==> src/rtl/jtag_tap_port_if.sv <==
// JTAG TAP port bundle: raw JTAG pins plus the parallel IR/DR core handshake.
//   master : pin/core side (drives TCK/TMS/TDI and the DR capture value)
//   slave  : the TAP controller (drives TDO, DR/IR parallel outputs, state code)
interface jtag_tap_port_if #(
  parameter int unsigned IR_W = 4,
  parameter int unsigned DR_W = 16
);
  logic            tap_tck_i;
  logic            tap_tms_i;
  logic            tap_tdi_i;
  logic            tap_tdo_o;
  logic            tap_tdoEn_o;
  logic [DR_W-1:0] tap_drIn_i;
  logic [DR_W-1:0] tap_drOut_o;
  logic            tap_drUpdate_o;
  logic [IR_W-1:0] tap_irValue_o;
  logic            tap_irUpdate_o;
  logic [3:0]      tap_state_o;

  modport master (
    output tap_tck_i, tap_tms_i, tap_tdi_i, tap_drIn_i,
    input  tap_tdo_o, tap_tdoEn_o, tap_drOut_o, tap_drUpdate_o,
           tap_irValue_o, tap_irUpdate_o, tap_state_o
  );

  modport slave (
    input  tap_tck_i, tap_tms_i, tap_tdi_i, tap_drIn_i,
    output tap_tdo_o, tap_tdoEn_o, tap_drOut_o, tap_drUpdate_o,
           tap_irValue_o, tap_irUpdate_o, tap_state_o
  );
endinterface

==> src/rtl/jtag_tap_port.sv <==
// Oversampled IEEE 1149.1 TAP controller. The asynchronous JTAG pins are
// synchronized into tap_clk, TCK edges are detected from the synced copy and
// the 16-state TAP machine advances on each detected TCK rise.
// Ports:
//   tap_clk  : processor clock
//   tap_rst  : synchronous active-high reset
//   bus      : jtag_tap_port_if.slave (pins TCK/TMS/TDI/TDO/TDO-enable,
//              parallel DR in/out + update pulse, IR value + update pulse,
//              4-bit TAP state code)
module jtag_tap_port #(
  parameter int unsigned     IR_W        = 4,
  parameter int unsigned     DR_W        = 16,
  parameter logic [IR_W-1:0] IR_RESET    = IR_W'(1),
  parameter int unsigned     SYNC_STAGES = 2
) (
  input  logic            tap_clk,
  input  logic            tap_rst,
  jtag_tap_port_if.slave  bus
);

  // Fewer than two stages is not a safe synchronizer; clamp rather than fail.
  localparam int unsigned SYNC_N = (SYNC_STAGES < 2) ? 2 : SYNC_STAGES;

  typedef enum logic [3:0] {
    TLR    = 4'h0, RTI    = 4'h1, SEL_DR = 4'h2, CAP_DR = 4'h3,
    SH_DR  = 4'h4, EX1_DR = 4'h5, PAU_DR = 4'h6, EX2_DR = 4'h7,
    UPD_DR = 4'h8, SEL_IR = 4'h9, CAP_IR = 4'hA, SH_IR  = 4'hB,
    EX1_IR = 4'hC, PAU_IR = 4'hD, EX2_IR = 4'hE, UPD_IR = 4'hF
  } tap_state_e;

  logic [SYNC_N-1:0] tck_sync;
  logic [SYNC_N-1:0] tms_sync;
  logic [SYNC_N-1:0] tdi_sync;
  logic              tck_prev;

  tap_state_e        state;
  logic [IR_W-1:0]   ir_shift;
  logic [DR_W-1:0]   dr_shift;
  logic [IR_W-1:0]   ir_value;
  logic [DR_W-1:0]   dr_out;
  logic              dr_update;
  logic              ir_update;
  logic              tdo;
  logic              tdo_en;

  logic              tck_s;
  logic              tms_s;
  logic              tdi_s;
  logic              rise;
  logic              fall;
  logic              bypass;
  tap_state_e        nxt;

  // 1149.1 state graph.
  function automatic tap_state_e tap_next(input tap_state_e s, input logic tms);
    unique case (s)
      TLR:     return tms ? TLR    : RTI;
      RTI:     return tms ? SEL_DR : RTI;
      SEL_DR:  return tms ? SEL_IR : CAP_DR;
      CAP_DR:  return tms ? EX1_DR : SH_DR;
      SH_DR:   return tms ? EX1_DR : SH_DR;
      EX1_DR:  return tms ? UPD_DR : PAU_DR;
      PAU_DR:  return tms ? EX2_DR : PAU_DR;
      EX2_DR:  return tms ? UPD_DR : SH_DR;
      UPD_DR:  return tms ? SEL_DR : RTI;
      SEL_IR:  return tms ? TLR    : CAP_IR;
      CAP_IR:  return tms ? EX1_IR : SH_IR;
      SH_IR:   return tms ? EX1_IR : SH_IR;
      EX1_IR:  return tms ? UPD_IR : PAU_IR;
      PAU_IR:  return tms ? EX2_IR : PAU_IR;
      EX2_IR:  return tms ? UPD_IR : SH_IR;
      UPD_IR:  return tms ? SEL_DR : RTI;
      default: return TLR;
    endcase
  endfunction

  assign tck_s  = tck_sync[SYNC_N-1];
  assign tms_s  = tms_sync[SYNC_N-1];
  assign tdi_s  = tdi_sync[SYNC_N-1];
  assign rise   = tck_s & ~tck_prev;
  assign fall   = ~tck_s & tck_prev;
  assign bypass = &ir_value;
  assign nxt    = tap_next(state, tms_s);

  // Synchronizers, edge detect, TAP machine and all registered outputs.
  always_ff @(posedge tap_clk) begin
    if (tap_rst) begin
      tck_sync  <= '0;
      tms_sync  <= '0;
      tdi_sync  <= '0;
      tck_prev  <= 1'b0;
      state     <= TLR;
      ir_shift  <= '0;
      dr_shift  <= '0;
      ir_value  <= IR_RESET;
      dr_out    <= '0;
      dr_update <= 1'b0;
      ir_update <= 1'b0;
      tdo       <= 1'b0;
      tdo_en    <= 1'b0;
    end else begin
      tck_sync  <= {tck_sync[SYNC_N-2:0], bus.tap_tck_i};
      tms_sync  <= {tms_sync[SYNC_N-2:0], bus.tap_tms_i};
      tdi_sync  <= {tdi_sync[SYNC_N-2:0], bus.tap_tdi_i};
      tck_prev  <= tck_s;
      dr_update <= 1'b0;
      ir_update <= 1'b0;

      if (rise) begin
        state <= nxt;

        // Capture/shift act on the state being left at this rise.
        unique case (state)
          CAP_DR: dr_shift <= bypass ? '0 : bus.tap_drIn_i;
          SH_DR: begin
            // BYPASS uses only bit 0 as a one-bit register.
            if (bypass) dr_shift[0] <= tdi_s;
            else        dr_shift    <= {tdi_s, dr_shift[DR_W-1:1]};
          end
          CAP_IR: ir_shift <= IR_W'(1);
          SH_IR:  ir_shift <= {tdi_s, ir_shift[IR_W-1:1]};
          default: ;
        endcase

        // Updates act on the state being entered.
        if (nxt == UPD_DR && !bypass) begin
          dr_out    <= dr_shift;
          dr_update <= 1'b1;
        end
        if (nxt == UPD_IR) begin
          ir_value  <= ir_shift;
          ir_update <= 1'b1;
        end
        if (nxt == TLR) begin
          ir_value <= IR_RESET;
        end
      end else if (fall) begin
        unique case (state)
          SH_DR: begin
            tdo    <= dr_shift[0];
            tdo_en <= 1'b1;
          end
          SH_IR: begin
            tdo    <= ir_shift[0];
            tdo_en <= 1'b1;
          end
          default: begin
            tdo    <= 1'b0;
            tdo_en <= 1'b0;
          end
        endcase
      end
    end
  end

  assign bus.tap_tdo_o      = tdo;
  assign bus.tap_tdoEn_o    = tdo_en;
  assign bus.tap_drOut_o    = dr_out;
  assign bus.tap_drUpdate_o = dr_update;
  assign bus.tap_irValue_o  = ir_value;
  assign bus.tap_irUpdate_o = ir_update;
  assign bus.tap_state_o    = state;

endmodule

==> src/flat_wrapper.sv <==
// flat-port wrapper written by rule: the top's interface ports become plain ports
module jtag_tap_port_flat 
#(
  parameter int unsigned     IR_W        = 4,
  parameter int unsigned     DR_W        = 16,
  parameter logic [IR_W-1:0] IR_RESET    = IR_W'(1),
  parameter int unsigned     SYNC_STAGES = 2
)
  (tap_clk, tap_rst, bus_tap_tck_i, bus_tap_tms_i, bus_tap_tdi_i, bus_tap_drIn_i, bus_tap_tdo_o, bus_tap_tdoEn_o, bus_tap_drOut_o, bus_tap_drUpdate_o, bus_tap_irValue_o, bus_tap_irUpdate_o, bus_tap_state_o);
  jtag_tap_port_if #(.IR_W(IR_W), .DR_W(DR_W)) bus_i ();
  input  logic tap_clk;
  input  logic tap_rst;
  input wire logic [$bits(bus_i.tap_tck_i)-1:0] bus_tap_tck_i;
  input wire logic [$bits(bus_i.tap_tms_i)-1:0] bus_tap_tms_i;
  input wire logic [$bits(bus_i.tap_tdi_i)-1:0] bus_tap_tdi_i;
  input wire logic [$bits(bus_i.tap_drIn_i)-1:0] bus_tap_drIn_i;
  output wire logic [$bits(bus_i.tap_tdo_o)-1:0] bus_tap_tdo_o;
  output wire logic [$bits(bus_i.tap_tdoEn_o)-1:0] bus_tap_tdoEn_o;
  output wire logic [$bits(bus_i.tap_drOut_o)-1:0] bus_tap_drOut_o;
  output wire logic [$bits(bus_i.tap_drUpdate_o)-1:0] bus_tap_drUpdate_o;
  output wire logic [$bits(bus_i.tap_irValue_o)-1:0] bus_tap_irValue_o;
  output wire logic [$bits(bus_i.tap_irUpdate_o)-1:0] bus_tap_irUpdate_o;
  output wire logic [$bits(bus_i.tap_state_o)-1:0] bus_tap_state_o;
  assign bus_i.tap_tck_i = bus_tap_tck_i;
  assign bus_i.tap_tms_i = bus_tap_tms_i;
  assign bus_i.tap_tdi_i = bus_tap_tdi_i;
  assign bus_i.tap_drIn_i = bus_tap_drIn_i;
  assign bus_tap_tdo_o = bus_i.tap_tdo_o;
  assign bus_tap_tdoEn_o = bus_i.tap_tdoEn_o;
  assign bus_tap_drOut_o = bus_i.tap_drOut_o;
  assign bus_tap_drUpdate_o = bus_i.tap_drUpdate_o;
  assign bus_tap_irValue_o = bus_i.tap_irValue_o;
  assign bus_tap_irUpdate_o = bus_i.tap_irUpdate_o;
  assign bus_tap_state_o = bus_i.tap_state_o;
  jtag_tap_port #(.IR_W(IR_W), .DR_W(DR_W), .IR_RESET(IR_RESET), .SYNC_STAGES(SYNC_STAGES)) u_core (.tap_clk(tap_clk), .tap_rst(tap_rst), .bus(bus_i));
endmodule
==> config.mk <==
export PLATFORM = sky130hd
export DESIGN_NAME = jtag_tap_port_flat
export DESIGN_NICKNAME = d
export VERILOG_FILES = /design/src/rtl/jtag_tap_port_if.sv /design/src/rtl/jtag_tap_port.sv /design/src/flat_wrapper.sv
export SDC_FILE = /design/constraint.sdc
export NUM_CORES = 1
export LEC_CHECK = 0
export ABC_AREA = 1
export CORE_MARGIN = 1
export CORE_UTILIZATION = 48
export CTS_BUF_LIST = sky130_fd_sc_hd__clkbuf_8
export DETAILED_ROUTE_END_ITERATION = 12
export PLACE_DENSITY = 0.86
export SYNTH_ARGS = -nofsm -noshare
export SYNTH_HDL_FRONTEND = slang
export SYNTH_SLANG_ARGS = --single-unit
export TNS_END_PERCENT = 10
==> constraint.sdc <==
create_clock -name tap_clk -period 1.7 [get_ports tap_clk]
set_input_delay 0.17 -clock tap_clk [delete_from_list [all_inputs] [get_ports tap_clk]]
set_output_delay 0.17 -clock tap_clk [all_outputs]
set_load 0.01 [all_outputs]
; Yosys cells after proc, flatten, opt, wreduce, memory -nomap -nowiden
; Index checks and enable logic that the tools add are counted.
[totals]
regBits = 55
out_inout_bits = 28
inputBits = 21
wordCells = 80
[classes]
mux = 24
reduce_logical = 19
n_bitwise = 5
n_eq_ne = 18
[ops]
columns = op, n
row1 = $pmux 4 s12, 1
row2 = $eq 4x4->1 const B, 10
row3 = $pmux 16 s2, 1
row4 = $mux 4, 6
row5 = $eq 4x3->1 const B, 4
row6 = $mux 16, 1
row7 = $mux 15, 1
row8 = $reduce_and 2->1, 5
row9 = $eq 4x2->1 const B, 2
row10 = $logic_not 4->1, 2
row11 = $pmux 4 s2, 1
row12 = $reduce_or 2->1, 4
row13 = $mux 1, 7
row14 = $mux 2, 3
row15 = $mux 3, 2
row16 = $reduce_bool 2->1, 3
row17 = $eq 4x1->1 const B, 1
row18 = $reduce_and 4->1, 1
row19 = $not 1->1, 3
row20 = $reduce_and 3->1, 1
row21 = $reduce_or 3->1, 1
row22 = $and 1x1->1, 2
row23 = $ne 2x2->1 const B, 1
row24 = $pmux 1 s2, 1
row25 = other kinds (2), 2

; Longest topological paths before layout
; Gate-level depths: netlist of run 1.
[depth]
word_depth = 6
mapped_depth = 15
depth_no_buf = 13

; Worst setup path before layout of run 1
; OpenSTA, ideal clock, no wires.
[synth_path]
path_kind = reg-to-reg
startpoint = reg u_core.state[2], in the netlist u_core.bus.tap_state_o[2]
endpoint = reg u_core.dr_out[0], in the netlist u_core.bus.tap_drOut_o[0]
synth_period_minus_slack_ns = 1.742
setup_slack_ns = -0.042
t_required_ns = 1.587
arrival_ns = 1.629
path_buffers = 1
setup_ns = 0.113
stages_incl_launch_ff = 13
path_cell_list = dfxtp_1 inv_1 nor2_4 nand2_2 nand2_1 nand2_1 nand2_2 nand2_2 nor3b_4 nand2_4 buf_6 o21ai_1 nor2_1
[synth_between]
elab_chain_len = 6
word_cells_on_any_way = 23
classes_between = eq/ne (16) / mux (1) / reduce/logical (6)
[synth_lines]
columns = element, line_no
row1 = "start, declared", jtag_tap_port.sv:36  ; tap_state_e state;
row2 = "start signal, assigned", jtag_tap_port.sv:110  ; state <= nxt;
row3 = "$eq 4x1->1, or another cell as far along", -
row4 = $reduce_or 3->1 (no source line) / $reduce_or 2->1 (equally long branches), -
row5 = $pmux 4 s12 *, jtag_tap_port.sv:56  ; unique case (s)
row6 = $eq 4x4->1 *, jtag_tap_port.sv:126  ; if (nxt == UPD_DR && !bypass) begin
row7 = $logic_and 1x1->1 *, jtag_tap_port.sv:126
row8 = $reduce_and 2->1 (no source line) *, -
row9 = "end signal, assigned", jtag_tap_port.sv:127  ; dr_out <= dr_shift;
row10 = "end, declared", jtag_tap_port.sv:40  ; logic [DR_W-1:0] dr_out;
; Every way passes the cells marked *; elsewhere a longest branch is shown, timed or not.
; A chain may end at the register's enable or synchronous reset.

; Worst setup path after layout of run 1
[layout_path]
startpoint = reg u_core.state[3], in the netlist u_core.bus.tap_state_o[3]
endpoint = reg u_core.dr_out[0], in the netlist u_core.bus.tap_drOut_o[0]
; The elaborated chain is that of the path after synthesis.

==> results of run 1 <==
[final timing paths]
| path | from | to | cells past startpoint |
|---|---|---|---|
| worst min-delay path | bus_tap_tms_i | u_core.tms_sync[0] | 3 |
| worst max-delay path | u_core.bus.tap_state_o[3] | u_core.bus.tap_drOut_o[0] | 15 |
| worst min register to register | u_core.tck_sync[0] | u_core.tck_sync[1] | 2 |
| worst max register to register | u_core.bus.tap_state_o[3] | u_core.bus.tap_drOut_o[0] | 15 |
[flip-flops by register name (all words and copies together) (netlist names)]
| register | flops |
|---|---|
| u_core.bus.tap_drOut_o | 16 |
| u_core.bus.tap_drUpdate_o | 1 |
| u_core.bus.tap_irUpdate_o | 1 |
| u_core.bus.tap_irValue_o | 4 |
| u_core.bus.tap_state_o | 4 |
| u_core.bus.tap_tdoEn_o | 1 |
| u_core.bus.tap_tdo_o | 1 |
| u_core.dr_shift | 16 |
| u_core.ir_shift | 4 |
| u_core.tck_prev | 1 |
| u_core.tck_sync | 2 |
| u_core.tdi_sync | 2 |
| u_core.tms_sync | 2 |
[metal layers]
layer / up-vias / track usage (%)
met3: 16 / 4.61
met2: 64 / 45.3
met1: 1204 / 33.7
li1: 1295 / -
met5: - / 0
met4: 0 / 8.18
[logic make-up after synthesis]
logic type / count (synthesis)
AND/OR/NAND/NOR: 162
flip-flops: 55
buffers and inverters: 62
AO/OA/AOI/OAI: 75
[power groups by stage]
stage                     clock network (W)  logic [W]  registers, W
final                              0.000769   0.000368       0.00132
after detailed placement                  0   0.000290       0.00135
after floorplan                           0   0.000157       0.00135
after global routing               0.000834   0.000400       0.00133
after CTS                          0.000772   0.000341       0.00132
after global placement                    0   0.000287       0.00135
[worst min-delay path, delay by kind of cell]
kind	cells	cell delay [ps]
and+or+nand+nor	1	30
buffers and inverters	2	440
[metrics by stage]
stage / instances / hold WS [ps] / setup WS (ps)
2_1_floorplan: 354 / 277 / 2.42
3_3_place_gp: 479 / 389 / -106
3_5_place_dp: 479 / 398 / -132
4_1_cts: 493 / 375 / -64.2
5_1_grt: 493 / 395 / -243
6_report: 493 / 367 / -150
[cells in the mapped netlist (6+ instances only)]
master    instances  share of area, %
a211oi_1         15               4.5
a21oi_1          12               2.4
clkbuf_1         11               1.6
dfxtp_1          55                44
inv_1            38               5.7
nand2_1          42               6.3
nand3_1          26               5.2
nor2_1           75                11
nor2_2            6               1.5
o21ai_0          31               6.2
o21ai_1          11               2.2
[cell type report]
type / instances / area, um^2
clock inverters: 2 / 13.8
repair buffers: 77 / 738
well taps: 67 / 83.8
fillers: 374 / 1300
repair inverters: 1 / 11.3
flip-flops and latches: 55 / 1110
inverters: 46 / 186
multi-input cells: 239 / 1350
clock buffers: 6 / 82.6
[what timing repair did]
action	4_1_cts	5_1_grt
pin swaps	23	4
gates cloned	3	0
resized for setup	42	21
endpoints found under the setup margin	32	32
buffers inserted	3	0
==> impl_metrics.tcl, run 1 <==
set metrics [dict create \
    status "finished with violations" \
    violations "negative setup slack" \
    synth_edf_count 0 \
    cts.reportedPaths.clkPinSlew_ps 100 \
    drtPass1Iterations 5 \
    synth.avg_cell_area_um2 7.11 \
    maxCapViolCount 0 \
    p_comb_share_pct 14.9 \
    ir_drop_uv 610 \
    core_area_um2 4880 \
    cp_slowest_cell "dfxtp_4" \
    synthesis.nets 375 \
    cp.arrival_ps 2110 \
    critPathMaxStageDelay_ps 400 \
    p_int_w 0.00181 \
    layout_setup_ws_ps -150 \
    path_buf_inv 5 \
    hold_path_class "in2reg" \
    setup_viol 20 \
    synth-adder-area-share_pct 0 \
    route.detailed.drc 0 \
    fin_nets 446 \
    final_core_util_pct 73.3 \
    design_area_um2 3580 \
    clkPwrFrac_pct 31.3 \
    cts_hold_buf 0 \
    htreeDepth 2 \
    rows 25 \
    synth-seq-area-share_pct 43.7 \
    fin_worst_skew_ps 8.35 \
    crit_type "reg2reg" \
    routedWlPerCell_um 14.2 \
    cts_tree "done" \
    final_common_cell "nor2_1" \
    final_hold_viol_count 0 \
    port_buffers 48 \
    start_util_pct 51.6 \
    netlist_instances 354 \
    cellPowerDensity_nw_per_um2 688 \
    ys_async_sr_fraction_pct 0 \
    syn_to_final_growth_pct 42.0 \
    routed_via_density 5.23 \
    post-route-period-util_pct 109 \
    finalMaxSlewViolations 0 \
    rsz0062_at_grt "yes" \
    grt_max_degree 31 \
    via_count 2579 \
    n_antenna_cell 0 \
    dr_wl_met2_um 3600 \
    gr-total-overflow 0 \
    synthFlopType "dfxtp_1" \
    place_congestion 0.987 \
    muxShareOfSynthArea_pct 0 \
    leakage_nw 1.53 \
    die_x_um 74.4 \
    synth_xor_area_share_pct 0 \
    clkLatencyLatePin_ps 320 \
    synthDistinctLibCells 28 \
    tns_ps -2270 \
    final_antenna_net_count 0 \
    root_buffer "clkbuf_8" \
    routed.top_layer "met4" \
    endpoint_kind "flip-flop" \
    finalCriticalPeriod_ps 1850 \
    p_sw_share_pct 26.5 \
    met1Wirelength_um 2980 \
    layout-drive-gt1-share_pct 23.2 \
    antenna_found_initial 0 \
    yosysWarningCount 0 \
    start_kind "flip-flop" \
    cp_max_fo 8 \
    initialDrtViolationCount 239 \
    synth_top_family_by_area "simple AND/OR/NAND/NOR gates" \
    die-height_um 74.4 \
    cts_inserted_buffers 5 \
    placed_area_um2 3210 \
    synthSimpleGateAreaFrac_pct 28.3 \
    relSlewSlack_pct 76.5 \
    grt_usage_pct 26.4 \
    crit_family "simple AND/OR/NAND/NOR gates" \
    grt_first_pass_wirelength_um 11200 \
    total_power_w 0.00246 \
    cts_sinks 55 \
    power_frac_seq_pct 53.8 \
    io_pins 49 \
    reg2reg_slack_ps -150 \
    max_slew.worst_pin.slew_ps 352 \
    mostFrequentLayoutCells "nor2_1 (70), dfxtp_1 (51), clkdlybuf4s50_1 (48), inv_1 (36), nand2_1 (36)" \
    wl_met3_um 278 \
    power_switching_w 0.000652 \
    fmax_mhz 540 \
    hpwl_um 4360 \
    syn_area_um2 2520 \
    dieArea_um2 5540 \
    cts_max_path_buffers 2 \
    wirelength_um 6990 \
    first_global_vias 2412 \
    cp_cell_sequence "inv_4, nor2_4, buf_6, nand2_4, nand3_2, nor2_1, nor2_2, nor2_4, inv_2, nor2_4, buf_12, nand2_8, inv_8, nor2_1, nor2_1" \
    required_ps 1960 \
    synth-seq-cells 55 \
    synth_compound_area_share_pct 17.2 \
]
Note: power is estimated with default switching activity, not from simulation.
==> run 2, diff against run 1 <==
--- a/config.mk
+++ b/config.mk
@@ -6,6 +6,7 @@
 export NUM_CORES = 1
 export LEC_CHECK = 0
 export ABC_AREA = 1
+export CORE_ASPECT_RATIO = 1.75
 export CORE_MARGIN = 1
 export CORE_UTILIZATION = 48
 export CTS_BUF_LIST = sky130_fd_sc_hd__clkbuf_8
==> run 2 against run 1 <==
The run still ends with negative setup slack left. Sequential cell count unchanged. Core utilization down 1.4 points. Fmax shrank 3.2%. Sequential share of layout area down 0.21 points. Wire length rose by 3.5%. Critical path depth fell by 3. Die area grew 0.21%. Worst setup slack got worse by 61 ps. Hold slack improved by 5.3 ps. Critical path type unchanged.
==> impl_metrics.tcl, run 2 (synthesis gave the netlist of run 1 again) <==
set metrics [dict create \
    n_antenna_cell 0 \
    wirelength_um 7240 \
    die-height_um 97.8 \
    final_hold_viol_count 0 \
    place_congestion 0.946 \
    htreeDepth 2 \
    antenna_found_initial 0 \
    cts_sinks 55 \
    clkLatencyLatePin_ps 310 \
    root_buffer "clkbuf_8" \
    port_buffers 48 \
    routed.top_layer "met4" \
    grt_usage_pct 26.5 \
    finalCriticalPeriod_ps 1910 \
    drtPass1Iterations 6 \
    gr-total-overflow 0 \
    rr_endpoint "u_core.bus.tap_drOut_o[1]" \
    hold_slack_ps 372 \
    fmax_mhz 523 \
    layout-drive-gt1-share_pct 25.5 \
    cts_tree "done" \
    cts_max_path_buffers 2 \
    maxCapViolCount 0 \
    syn_to_final_growth_pct 43.3 \
    finalMaxSlewViolations 0 \
    final_common_cell "nor2_1" \
    initialDrtViolationCount 130 \
    routedWlPerCell_um 15.0 \
    cts_inserted_buffers 5 \
    rsz0062_at_grt "yes" \
    die_x_um 56.8 \
    setup_viol 38 \
    post-route-period-util_pct 112 \
    violations "negative setup slack" \
    ff2ff_path_depth 12 \
    grt_max_degree 31 \
    hpwl_um 4600 \
    hold_path_class "in2reg" \
    via_count 2692 \
    ir_drop_uv 993 \
    dieArea_um2 5550 \
    cts.reportedPaths.clkPinSlew_ps 100 \
    crit_type "reg2reg" \
    required_ps 1910 \
    cellPowerDensity_nw_per_um2 693 \
    first_global_vias 2582 \
    total_power_w 0.00250 \
    hold_depth 3 \
    fin_nets 449 \
    core_area_um2 5020 \
    whs_endpoint "u_core.tck_sync[0]" \
    r2r-start "u_core.bus.tap_state_o[1]" \
    final_antenna_net_count 0 \
    cts_hold_buf 0 \
    grt_first_pass_wirelength_um 11600 \
    routed_via_density 5.59 \
    fin_worst_skew_ps 12.1 \
    met1Wirelength_um 2620 \
    mostFrequentLayoutCells "nor2_1 (70), dfxtp_1 (51), clkdlybuf4s50_1 (48), inv_1 (37), nand2_1 (30)" \
    reg2reg_slack_ps -210 \
    status "finished with violations" \
    route.detailed.drc 0 \
    start_util_pct 50.2 \
    dr_wl_met2_um 4040 \
    endpoint_kind "flip-flop" \
    io_pins 49 \
    min_from "bus_tap_tck_i" \
    start_kind "flip-flop" \
    cp_max_fo 6 \
    wl_met3_um 224 \
    rows 34 \
    cp.arrival_ps 2130 \
    max_slew.worst_pin.slew_ps 398 \
    relSlewSlack_pct 73.5 \
    leakage_nw 1.59 \
    layout_setup_ws_ps -211 \
]
run 2: cell types whose count changed in the layout (fill, tap and decap cells not counted), sizes merged:
cell | previous run | this run
bufinv | 0 | 1
clkbuf | 6 | 5
buf | 29 | 35
clkinv | 3 | 2
nand2 | 51 | 49
inv | 46 | 45
run 2: area by class of cell:
class	count	area (um^2)
Fill cell	380	1410
Multi-Input combinational cell	237	1340
Sequential cell	55	1120
Timing Repair Buffer	83	798
Inverter	46	184
Clock buffer	5	68.8
Tap cell	54	67.6
Clock inverter	2	33.8
run 2: how the worst max path moves through the flow:
stage                                          from                         end  slack (ps)
after floorplan           u_core.bus.tap_state_o[0]   u_core.bus.tap_drOut_o[0]           2
after global placement    u_core.bus.tap_state_o[2]   u_core.bus.tap_drOut_o[5]        -140
after detailed placement  u_core.bus.tap_state_o[2]  u_core.bus.tap_drOut_o[14]        -220
after CTS                 u_core.bus.tap_state_o[2]  u_core.bus.tap_drOut_o[14]        -100
after global routing      u_core.bus.tap_state_o[3]   u_core.bus.tap_drOut_o[0]        -310
final                     u_core.bus.tap_state_o[1]   u_core.bus.tap_drOut_o[1]        -210
run 2: what timing repair did:
action,CTS,global route
gates resized for setup,48,30
setup buffers,10,2
pin swaps,9,11
endpoints found under the setup margin,35,41
endpoints found under the hold margin,0,0
cloned,1,0
run 2: power breakdown:
part           internal, W  leakage (nW)  switching, W
Combinational     0.000155          1.08      0.000183
Clock             0.000427        0.0554      0.000411
Sequential         0.00130         0.448     0.0000214
run 2: metal layers:
metal | vias up | global-route usage [%]
li1 | 1298 | -
met5 | - | 0
met4 | 0 | 15.0
met1 | 1265 | 26.7
met3 | 36 | 4.11
met2 | 93 | 50.0
run 2: through the flow:
step / TNS [ps] / setup slack, ps / cells / area [um^2] / utilization, %
6_report: -3920 / -211 / 482 / 3610 / 71.9
5_1_grt: -8220 / -307 / 482 / 3610 / 71.9
4_1_cts: -1460 / -105 / 480 / 3490 / 69.4
3_5_place_dp: -3030 / -220 / 462 / 3160 / 63.0
3_3_place_gp: -2150 / -136 / 462 / 3160 / 63.0
2_1_floorplan: 0 / 2.42 / 354 / 2520 / -
run 2: worst max-delay path, stage by stage (launching register included):
cell and delay [ps]:
dfxtp_4 410, inv_2 70, nor2_2 160, nand2_2 100
nand2_2 80, nand2_2 50, nand2_2 100, nand2_4 70
nor3b_4 260, nand2_4 160, buf_6 170, o21ai_4 130
nor2_1 60
